<file path="src/rtl/mips_pkg.sv">
// Shared types and widths for the MIPS memory stage.
// Latency: n/a (declarations only).
// Backpressure: n/a.
package mips_pkg;
    localparam int WORD_W     = 32;
    localparam int REG_ADDR_W = 5;

    typedef enum logic {
        IDLE = 1'b0,
        WAIT = 1'b1
    } mem_state_t;
endpackage

</file>
<file path="src/rtl/memory_stage_if.sv">
// Data-memory request/response port of the memory stage.
// Latency: combinational wires only.
// Backpressure: memory holds off completion by keeping dmem_ready low.
interface memory_stage_if;
    logic                        dmem_req;
    logic                        dmem_we;
    logic [mips_pkg::WORD_W-1:0] dmem_addr;
    logic [mips_pkg::WORD_W-1:0] dmem_wdata;
    logic [mips_pkg::WORD_W-1:0] dmem_rdata;
    logic                        dmem_ready;

    modport master (
        output dmem_req, dmem_we, dmem_addr, dmem_wdata,
        input  dmem_rdata, dmem_ready
    );

    modport slave (
        input  dmem_req, dmem_we, dmem_addr, dmem_wdata,
        output dmem_rdata, dmem_ready
    );
endinterface

</file>
<file path="src/rtl/mem_ctrl.sv">
// Memory-access FSM (IDLE/WAIT), stall generation and saturating stall counter.
// Latency: stall_m/complete are combinational from state and dmem_ready.
// Backpressure: stall_m asserts while WAIT and dmem_ready is low.
module mem_ctrl
    import mips_pkg::*;
(
    input  logic              clk,
    input  logic              rst,
    input  logic              start_e,
    input  logic              dmem_ready,
    output logic              dmem_req,
    output logic              stall_m,
    output logic              complete,
    output logic [WORD_W-1:0] stall_cnt
);

    mem_state_t state, state_nxt;

    always_ff @(posedge clk or negedge rst) begin
        if (!rst) begin
            state <= IDLE;
        end else begin
            state <= state_nxt;
        end
    end

    // A new op enters the M-register on every non-stalled edge, so the next
    // state is always decided by the op being loaded.
    always_comb begin
        state_nxt = state;
        dmem_req  = 1'b0;
        stall_m   = 1'b0;
        complete  = 1'b0;
        case (state)
            IDLE: begin
                state_nxt = start_e ? WAIT : IDLE;
            end
            WAIT: begin
                dmem_req = 1'b1;
                stall_m  = ~dmem_ready;
                complete = dmem_ready;
                if (dmem_ready) begin
                    state_nxt = start_e ? WAIT : IDLE;
                end
            end
            default: begin
                state_nxt = IDLE;
            end
        endcase
    end

    always_ff @(posedge clk or negedge rst) begin
        if (!rst) begin
            stall_cnt <= '0;
        end else if (stall_m && (stall_cnt != '1)) begin
            stall_cnt <= stall_cnt + WORD_W'(1);
        end
    end

endmodule

</file>
<file path="src/rtl/memory_stage.sv">
// MIPS memory stage: M-register, data-memory access, W-register. MEM_ALIGN_CHECK_EN enables misalignment trapping.
// Latency: one cycle M->W for ALU ops and zero-wait memory; memory ops add one cycle per dmem_ready-low WAIT cycle.
// Backpressure: stall_m holds the execute stage while an access waits on dmem_ready.
module memory_stage
    import mips_pkg::*;
(
    input  logic                  clk,
    input  logic                  rst,
    input  logic [WORD_W-1:0]     alu_out_e,
    input  logic [WORD_W-1:0]     write_data_e,
    input  logic [REG_ADDR_W-1:0] write_reg_e,
    input  logic                  reg_write_e,
    input  logic                  mem_to_reg_e,
    input  logic                  mem_write_e,
    input  logic                  branch_e,
    output logic                  stall_m,
    memory_stage_if.master        dmem,
    output logic                  reg_write_w,
    output logic                  mem_to_reg_w,
    output logic                  branch_w,
    output logic [REG_ADDR_W-1:0] write_reg_w,
    output logic [WORD_W-1:0]     alu_out_w,
    output logic [WORD_W-1:0]     read_data_w,
    output logic [WORD_W-1:0]     result_w,
    output logic                  addr_err_w,
    output logic [WORD_W-1:0]     stall_cnt
);

    logic [WORD_W-1:0]     alu_out_m;
    logic [WORD_W-1:0]     write_data_m;
    logic [REG_ADDR_W-1:0] write_reg_m;
    logic                  reg_write_m;
    logic                  mem_to_reg_m;
    logic                  mem_write_m;
    logic                  branch_m;
    logic                  start_e;
    logic                  misaligned_m;
    logic                  complete;

`ifdef MEM_ALIGN_CHECK_EN
    // Misaligned memory ops never start an access; they flow to W flagged.
    assign start_e        = (mem_write_e | mem_to_reg_e) && (alu_out_e[1:0] == 2'b00);
    assign misaligned_m   = (mem_write_m | mem_to_reg_m) && (alu_out_m[1:0] != 2'b00);
    assign dmem.dmem_addr = alu_out_m;
`else
    assign start_e        = mem_write_e | mem_to_reg_e;
    assign misaligned_m   = 1'b0;
    assign dmem.dmem_addr = {alu_out_m[WORD_W-1:2], 2'b00};
`endif

    mem_ctrl u_mem_ctrl (
        .clk        (clk),
        .rst        (rst),
        .start_e    (start_e),
        .dmem_ready (dmem.dmem_ready),
        .dmem_req   (dmem.dmem_req),
        .stall_m    (stall_m),
        .complete   (complete),
        .stall_cnt  (stall_cnt)
    );

    assign dmem.dmem_we    = dmem.dmem_req & mem_write_m;
    assign dmem.dmem_wdata = write_data_m;

    always_ff @(posedge clk or negedge rst) begin
        if (!rst) begin
            alu_out_m    <= '0;
            write_data_m <= '0;
            write_reg_m  <= '0;
            reg_write_m  <= 1'b0;
            mem_to_reg_m <= 1'b0;
            mem_write_m  <= 1'b0;
            branch_m     <= 1'b0;
        end else if (!stall_m) begin
            alu_out_m    <= alu_out_e;
            write_data_m <= write_data_e;
            write_reg_m  <= write_reg_e;
            reg_write_m  <= reg_write_e;
            mem_to_reg_m <= mem_to_reg_e;
            mem_write_m  <= mem_write_e;
            branch_m     <= branch_e;
        end
    end

    // While stalled, W sees a bubble: side-effecting controls cleared, data held.
    always_ff @(posedge clk or negedge rst) begin
        if (!rst) begin
            reg_write_w  <= 1'b0;
            mem_to_reg_w <= 1'b0;
            branch_w     <= 1'b0;
            write_reg_w  <= '0;
            alu_out_w    <= '0;
            addr_err_w   <= 1'b0;
        end else if (stall_m) begin
            reg_write_w  <= 1'b0;
            branch_w     <= 1'b0;
            addr_err_w   <= 1'b0;
        end else begin
            reg_write_w  <= reg_write_m & ~misaligned_m;
            mem_to_reg_w <= mem_to_reg_m;
            branch_w     <= branch_m;
            write_reg_w  <= write_reg_m;
            alu_out_w    <= alu_out_m;
            addr_err_w   <= misaligned_m;
        end
    end

    always_ff @(posedge clk or negedge rst) begin
        if (!rst) begin
            read_data_w <= '0;
        end else if (complete && mem_to_reg_m) begin
            read_data_w <= dmem.dmem_rdata;
        end
    end

    assign result_w = mem_to_reg_w ? read_data_w : alu_out_w;

endmodule
</file>
<file path="src/flat_wrapper.sv">
// flat-port wrapper written by rule: the top's interface ports become plain ports
module memory_stage_flat import mips_pkg::*;
  (clk, rst, alu_out_e, write_data_e, write_reg_e, reg_write_e, mem_to_reg_e, mem_write_e, branch_e, stall_m, reg_write_w, mem_to_reg_w, branch_w, write_reg_w, alu_out_w, read_data_w, result_w, addr_err_w, stall_cnt, dmem_dmem_req, dmem_dmem_we, dmem_dmem_addr, dmem_dmem_wdata, dmem_dmem_rdata, dmem_dmem_ready);
  memory_stage_if dmem_i ();
  input  logic clk;
  input  logic rst;
  input  logic [WORD_W-1:0] alu_out_e;
  input  logic [WORD_W-1:0] write_data_e;
  input  logic [REG_ADDR_W-1:0] write_reg_e;
  input  logic reg_write_e;
  input  logic mem_to_reg_e;
  input  logic mem_write_e;
  input  logic branch_e;
  output logic stall_m;
  output logic reg_write_w;
  output logic mem_to_reg_w;
  output logic branch_w;
  output logic [REG_ADDR_W-1:0] write_reg_w;
  output logic [WORD_W-1:0] alu_out_w;
  output logic [WORD_W-1:0] read_data_w;
  output logic [WORD_W-1:0] result_w;
  output logic addr_err_w;
  output logic [WORD_W-1:0] stall_cnt;
  output wire logic [$bits(dmem_i.dmem_req)-1:0] dmem_dmem_req;
  output wire logic [$bits(dmem_i.dmem_we)-1:0] dmem_dmem_we;
  output wire logic [$bits(dmem_i.dmem_addr)-1:0] dmem_dmem_addr;
  output wire logic [$bits(dmem_i.dmem_wdata)-1:0] dmem_dmem_wdata;
  input wire logic [$bits(dmem_i.dmem_rdata)-1:0] dmem_dmem_rdata;
  input wire logic [$bits(dmem_i.dmem_ready)-1:0] dmem_dmem_ready;
  assign dmem_dmem_req = dmem_i.dmem_req;
  assign dmem_dmem_we = dmem_i.dmem_we;
  assign dmem_dmem_addr = dmem_i.dmem_addr;
  assign dmem_dmem_wdata = dmem_i.dmem_wdata;
  assign dmem_i.dmem_rdata = dmem_dmem_rdata;
  assign dmem_i.dmem_ready = dmem_dmem_ready;
  memory_stage u_core (.clk(clk), .rst(rst), .alu_out_e(alu_out_e), .write_data_e(write_data_e), .write_reg_e(write_reg_e), .reg_write_e(reg_write_e), .mem_to_reg_e(mem_to_reg_e), .mem_write_e(mem_write_e), .branch_e(branch_e), .stall_m(stall_m), .dmem(dmem_i), .reg_write_w(reg_write_w), .mem_to_reg_w(mem_to_reg_w), .branch_w(branch_w), .write_reg_w(write_reg_w), .alu_out_w(alu_out_w), .read_data_w(read_data_w), .result_w(result_w), .addr_err_w(addr_err_w), .stall_cnt(stall_cnt));
endmodule
</file>
<file path="config.mk">
export PLATFORM = sky130hd
export DESIGN_NAME = memory_stage_flat
export DESIGN_NICKNAME = d
export VERILOG_FILES = /design/src/rtl/mips_pkg.sv /design/src/rtl/memory_stage_if.sv /design/src/rtl/mem_ctrl.sv /design/src/rtl/memory_stage.sv /design/src/flat_wrapper.sv
export SDC_FILE = /design/constraint.sdc
export NUM_CORES = 1
export LEC_CHECK = 0
export CAP_MARGIN = 20
export CORE_ASPECT_RATIO = 2
export CORE_MARGIN = 2
export CORE_UTILIZATION = 47
export DETAILED_ROUTE_END_ITERATION = 8
export PLACE_DENSITY = 0.87
export SLEW_MARGIN = 20
export SYNTH_ARGS = -nofsm -noshare
export SYNTH_HDL_FRONTEND = slang
export SYNTH_HIERARCHICAL = 1
export SYNTH_SLANG_ARGS = --single-unit
</file>
<file path="constraint.sdc">
create_clock -name clk -period 3.65 [get_ports clk]
set_input_delay 0.73 -clock clk [delete_from_list [all_inputs] [get_ports clk]]
set_output_delay 0.73 -clock clk [all_outputs]
set_load 0.01 [all_outputs]
</file>
* Word-level counts from Yosys, hierarchy flattened
Cells that the tools add are included.
** Storage, ports and cells
- Register bits :: 178
- Input port bits :: 108
- Output and inout bits :: 204
** Cells by class
- Add/sub/neg operators :: 1
- Equal/unequal tests :: 1
- Muxes and demuxes :: 9
- Bitwise logic cells :: 4
- Reductions and logical operators :: 2
** Operators with widths (number)
- 32-bit by 1-bit adder with 32-bit output (second input constant) :: 1
- 32-bit two-way mux :: 1
- 32-bit inequality test (second input constant) :: 1
- 1-bit two-way mux :: 7
- 1-bit logical AND :: 2
- 1-bit NOT :: 2
- 1-bit one-hot mux with 2 select lines :: 1
- 1-bit bitwise AND :: 1
- 1-bit OR :: 1

* Logic depth before layout (Yosys ltp)
- Depth in word-level cells :: 4
- Mapped depth :: 7

* Hierarchy
The synthesis kept the hierarchy.
** By module, submodules not included
- memory_stage :: instances 1, cells an instance 379, area each 6292.3 µm², sequential area each 3628.5 µm²
- mem_ctrl :: instances 1, cells an instance 149, area each 1674.1 µm², sequential area each 825.8 µm²

* Worst setup path after synthesis
OpenSTA, ideal clock, no wires.
- Path kind :: input to register
- Start :: input dmem_dmem_ready
- End :: register u_core.u_mem_ctrl.stall_cnt[31]
- Arrival :: 2.058 ns
- Setup slack :: 1.513 ns
- Cell stages on the path :: 7
- Buffers on the path :: 2
- Cell sequence :: nor2b_1 buf_4 nand4_4 or3_1 buf_2 nor4b_2 xor2_1
** On the way
- Longest elaborated chain between the ends :: 3
** Ends and longest elaborated chain
- start: declaration :: line flat_wrapper.sv:29 : input wire logic [$bits(dmem_i.dmem_ready)-1:0] dmem_dmem_ready;
- 1-bit NOT :: line mem_ctrl.sv:40 : stall_m = ~dmem_ready;
- 1-bit two-way mux :: line mem_ctrl.sv:34 : case (state)
- named net stall_m :: line flat_wrapper.sv:14 : output logic stall_m;
- 1-bit logical AND :: line mem_ctrl.sv:55 : end else if (stall_m && (stall_cnt != '1)) begin
- end signal: assignment :: line mem_ctrl.sv:56 : stall_cnt <= stall_cnt + WORD_W'(1);
- end: declaration :: line mem_ctrl.sv:14 : output logic [WORD_W-1:0] stall_cnt
The timed path passes the listed nets, and every way through them passes these cells.
A chain may end at the register's enable or synchronous reset.

* Worst setup path after layout
- Start :: register u_core.mem_to_reg_w
- End :: output result_w[16]
** On the way
- Longest elaborated chain between the ends :: 1
** Ends and longest elaborated chain
- start: declaration :: line memory_stage.sv:19 : output logic mem_to_reg_w,
- start signal: assignment :: line memory_stage.sv:100 : mem_to_reg_w <= mem_to_reg_m;
- 32-bit two-way mux :: line memory_stage.sv:116 : assign result_w = mem_to_reg_w ? read_data_w : alu_out_w;
- end: declaration :: line flat_wrapper.sv:21 : output logic [WORD_W-1:0] result_w;
Every way passes these cells.

==> flow_summary.yaml <==
synthesis:
  netlist_area_um2: 7970
  synth-xor-area-share: 0.0330
  synth_top_cell_by_area: "dfrtp_1"
  synth_top_family_by_area: "multiplexers"
  synth-seq-cells: 178
  synth_edf_count: 0
  synthArstFlopShare: 1.00
  synth-compound-area-share: 0.00157
  yosysSeqAreaShare: 0.559
  synth_top_area_share: 0.559
  synth_cell_types: 37
  synthMuxAreaShare: 0.281
  syn_inst: 528
  netlist_top_cells_area: "dfrtp_1, mux2_2, mux2_4"
  ys_warn_count: 6
  synthAdderAreaFrac: 0.00157
  synth-simple-area-share: 0.0685
  postSynthAreaPerCell_um2: 15.1
  synth-main-ff-cell: "dfrtp_1"
floorplan:
  coreArea_um2: 16700
  start_util: 0.478
  die_area_um2: 18100
  rows: 67
  pin_count: 312
  die_h_um: 188
  die_w_um: 96.1
power:
  swShare: 0.288
  power_frac_seq: 0.426
  p_leak_nw: 5.01
  p_int_mw: 4.24
  report.power.total_mw: 5.95
  p_sw_mw: 1.72
  combPwrFrac: 0.288
  powerDensity_nw_per_um2: 517
  clock_power_share: 0.286
  peakVddDrop_v: 0.000290
sta:
  drv_slew: 0
  finClkSkew_ps: 7.75
  finalCritPeriodShare: 0.843
  worst_slack_ps: 572
  worstMarginPinSlew_ps: 942
  rsz0062_at_grt: "no"
  hold_violations: 0
  period_minus_slack_ps: 3080
  fmax_mhz: 325
  relSlewSlack: 0.370
  fin_tns_setup_ps: 0
  setup_viol: 0
place:
  port_buffers: 308
  dpl_cell_area_um2: 11000
  place_ws_ps: 753
  place.gp.congestion: 0.861
  hpwl_um: 16000
global_route:
  grt_max_degree: 90
  grt_first_pass_wirelength_um: 33500
  grt_usage: 0.247
  grt_antenna_before_repair: 3
  grt_pass1_vias: 6160
  grt-ovfl-total: 0
detailed_routing:
  routed_wl_um: 21900
  drt_iter0_markers: 157
  viasPerCell: 5.29
  via_count: 5443
  wl_per_cell_um: 21.3
  firstDrtPassIters: 4
  drc_errors: 0
  drtAntennaViolNets: 0
outcome:
  outcome: "complete, no violations"
worst_setup_path:
  r2r_slack_ps: 1330
  timing.rr.start: "u_core/u_mem_ctrl/stall_cnt[14]"
  crit_type: "flip-flop to output pin"
  cp-end-kind: "output pin"
  rr_endpoint: "u_core/u_mem_ctrl/stall_cnt[2]"
  worstPathMaxFanout: 34
  critPathArrivalTime_ps: 2350
  required_ps: 2920
  crit_start: "u_core/mem_to_reg_w"
  worstSetupStartpointType: "flip-flop"
  r2r_cells: 6
clocking:
  cts_root_buf: "clkbuf_16"
  cts_setup_buffers: 0
  hold_buffers: 0
  htree_levels: 4
  cts_made_buffers: 17
  clk_latency_ps: 430
  clock_sinks: 178
  path_clk_slew_ps: 70
  clockBufferDepth: 2
  cts_tree: "done"
  post_cts_resized: 0
min_path:
  hold_path.class: "input pin to asynchronous set/reset pin"
final_layout:
  final_cell_area_um2: 11500
  layout_commonest_cell: "clkdlybuf4s50_1"
  nets: 915
  drive_above_1_share: 0.277
  syn2layout_area_growth_pct: 44.6
  layout_common_cells: "clkdlybuf4s50_1, dfrtp_1, mux2_2"
flow_run:
  drv_cap: 0
-- flip-flops by register name, indices dropped and copies added, names as in the netlist --
name	count
u_core/alu_out_m	32
u_core/alu_out_w	32
u_core/dmem.dmem_wdata	32
u_core/read_data_w	32
u_core/u_mem_ctrl/stall_cnt	32
u_core/write_reg_m	5
u_core/write_reg_w	5
u_core/branch_m	1
u_core/branch_w	1
u_core/mem_to_reg_m	1
u_core/mem_to_reg_w	1
u_core/mem_write_m	1
u_core/reg_write_m	1
u_core/reg_write_w	1
u_core/u_mem_ctrl/state	1
-- worst max-delay path: stages (launching register included) --
cell and delay [ps]:
dfrtp_2 970, mux2_2 410, clkdlybuf4s50_1 530
-- final cells by class --
class / instances / area, µm²
antenna: 3 / 7.51
inverter: 2 / 7.51
timing repair buffer: 314 / 3150
multi-input combinational: 293 / 3090
sequential: 178 / 4460
clock buffer: 19 / 443
fill: 1128 / 5160
tap: 207 / 259
clock inverter: 13 / 104
-- metrics by stage --
step | std cells | hold WS, ps | util
3_3_place_gp | 994 | 478 | 0.657
4_1_cts | 1026 | 389 | 0.690
5_1_grt | 1029 | 424 | 0.691
3_5_place_dp | 994 | 479 | 0.657
2_1_floorplan | 530 | 434 | -
6_report | 1029 | 341 | 0.691
-- power by group through the flow --
stage | Clock, mW | Combinational, mW | Sequential (mW)
detailed placement | 0 | 1.71 | 2.57
CTS | 1.74 | 1.73 | 2.54
floorplan | 0 | 0.687 | 2.57
finish | 1.71 | 1.71 | 2.54
global route | 1.82 | 1.81 | 2.57
global placement | 0 | 1.68 | 2.55
-- layer usage --
metal  wire, µm  global-route usage
met5          0                   0
met4       1160               0.147
met3       1380              0.0538
met2      11900               0.436
met1       7470               0.257
-- worst max path at each step --
stage | endpoint | depth (start not counted)
3_5_place_dp | u_core/u_mem_ctrl/stall_cnt[30] | 7
2_1_floorplan | u_core/u_mem_ctrl/stall_cnt[31] | 7
3_3_place_gp | u_core/u_mem_ctrl/stall_cnt[30] | 7
5_1_grt | result_w[23] | 2
4_1_cts | result_w[16] | 2
6_report | result_w[16] | 2
-- Yosys cell counts (all sizes together), types with 2 or more instances --
cell type  number
and2            3
and3            2
and4            6
and4b           2
buf            56
dfrtp         178
inv             2
mux2          176
nand2          14
nand3           5
nand4          10
nor2            6
nor2b           4
nor3            7
nor3b           4
nor4            9
nor4b           3
or2             2
or3             3
xnor2           5
xor2           25
-- cell families (layout without fill, tap and decap cells) --
group                    count (synthesis)  in the layout
AO/OA/AOI/OAI                            2              2
XOR/XNOR                                30             30
adder cells (fa/ha/maj)                  1              1
buffers and inverters                   59            348
flip-flops                             178            178
multiplexers                           176            176
other                                    1              6
AND/OR/NAND/NOR                         81             81
No activity file was read; power rests on OpenSTA's default activity.
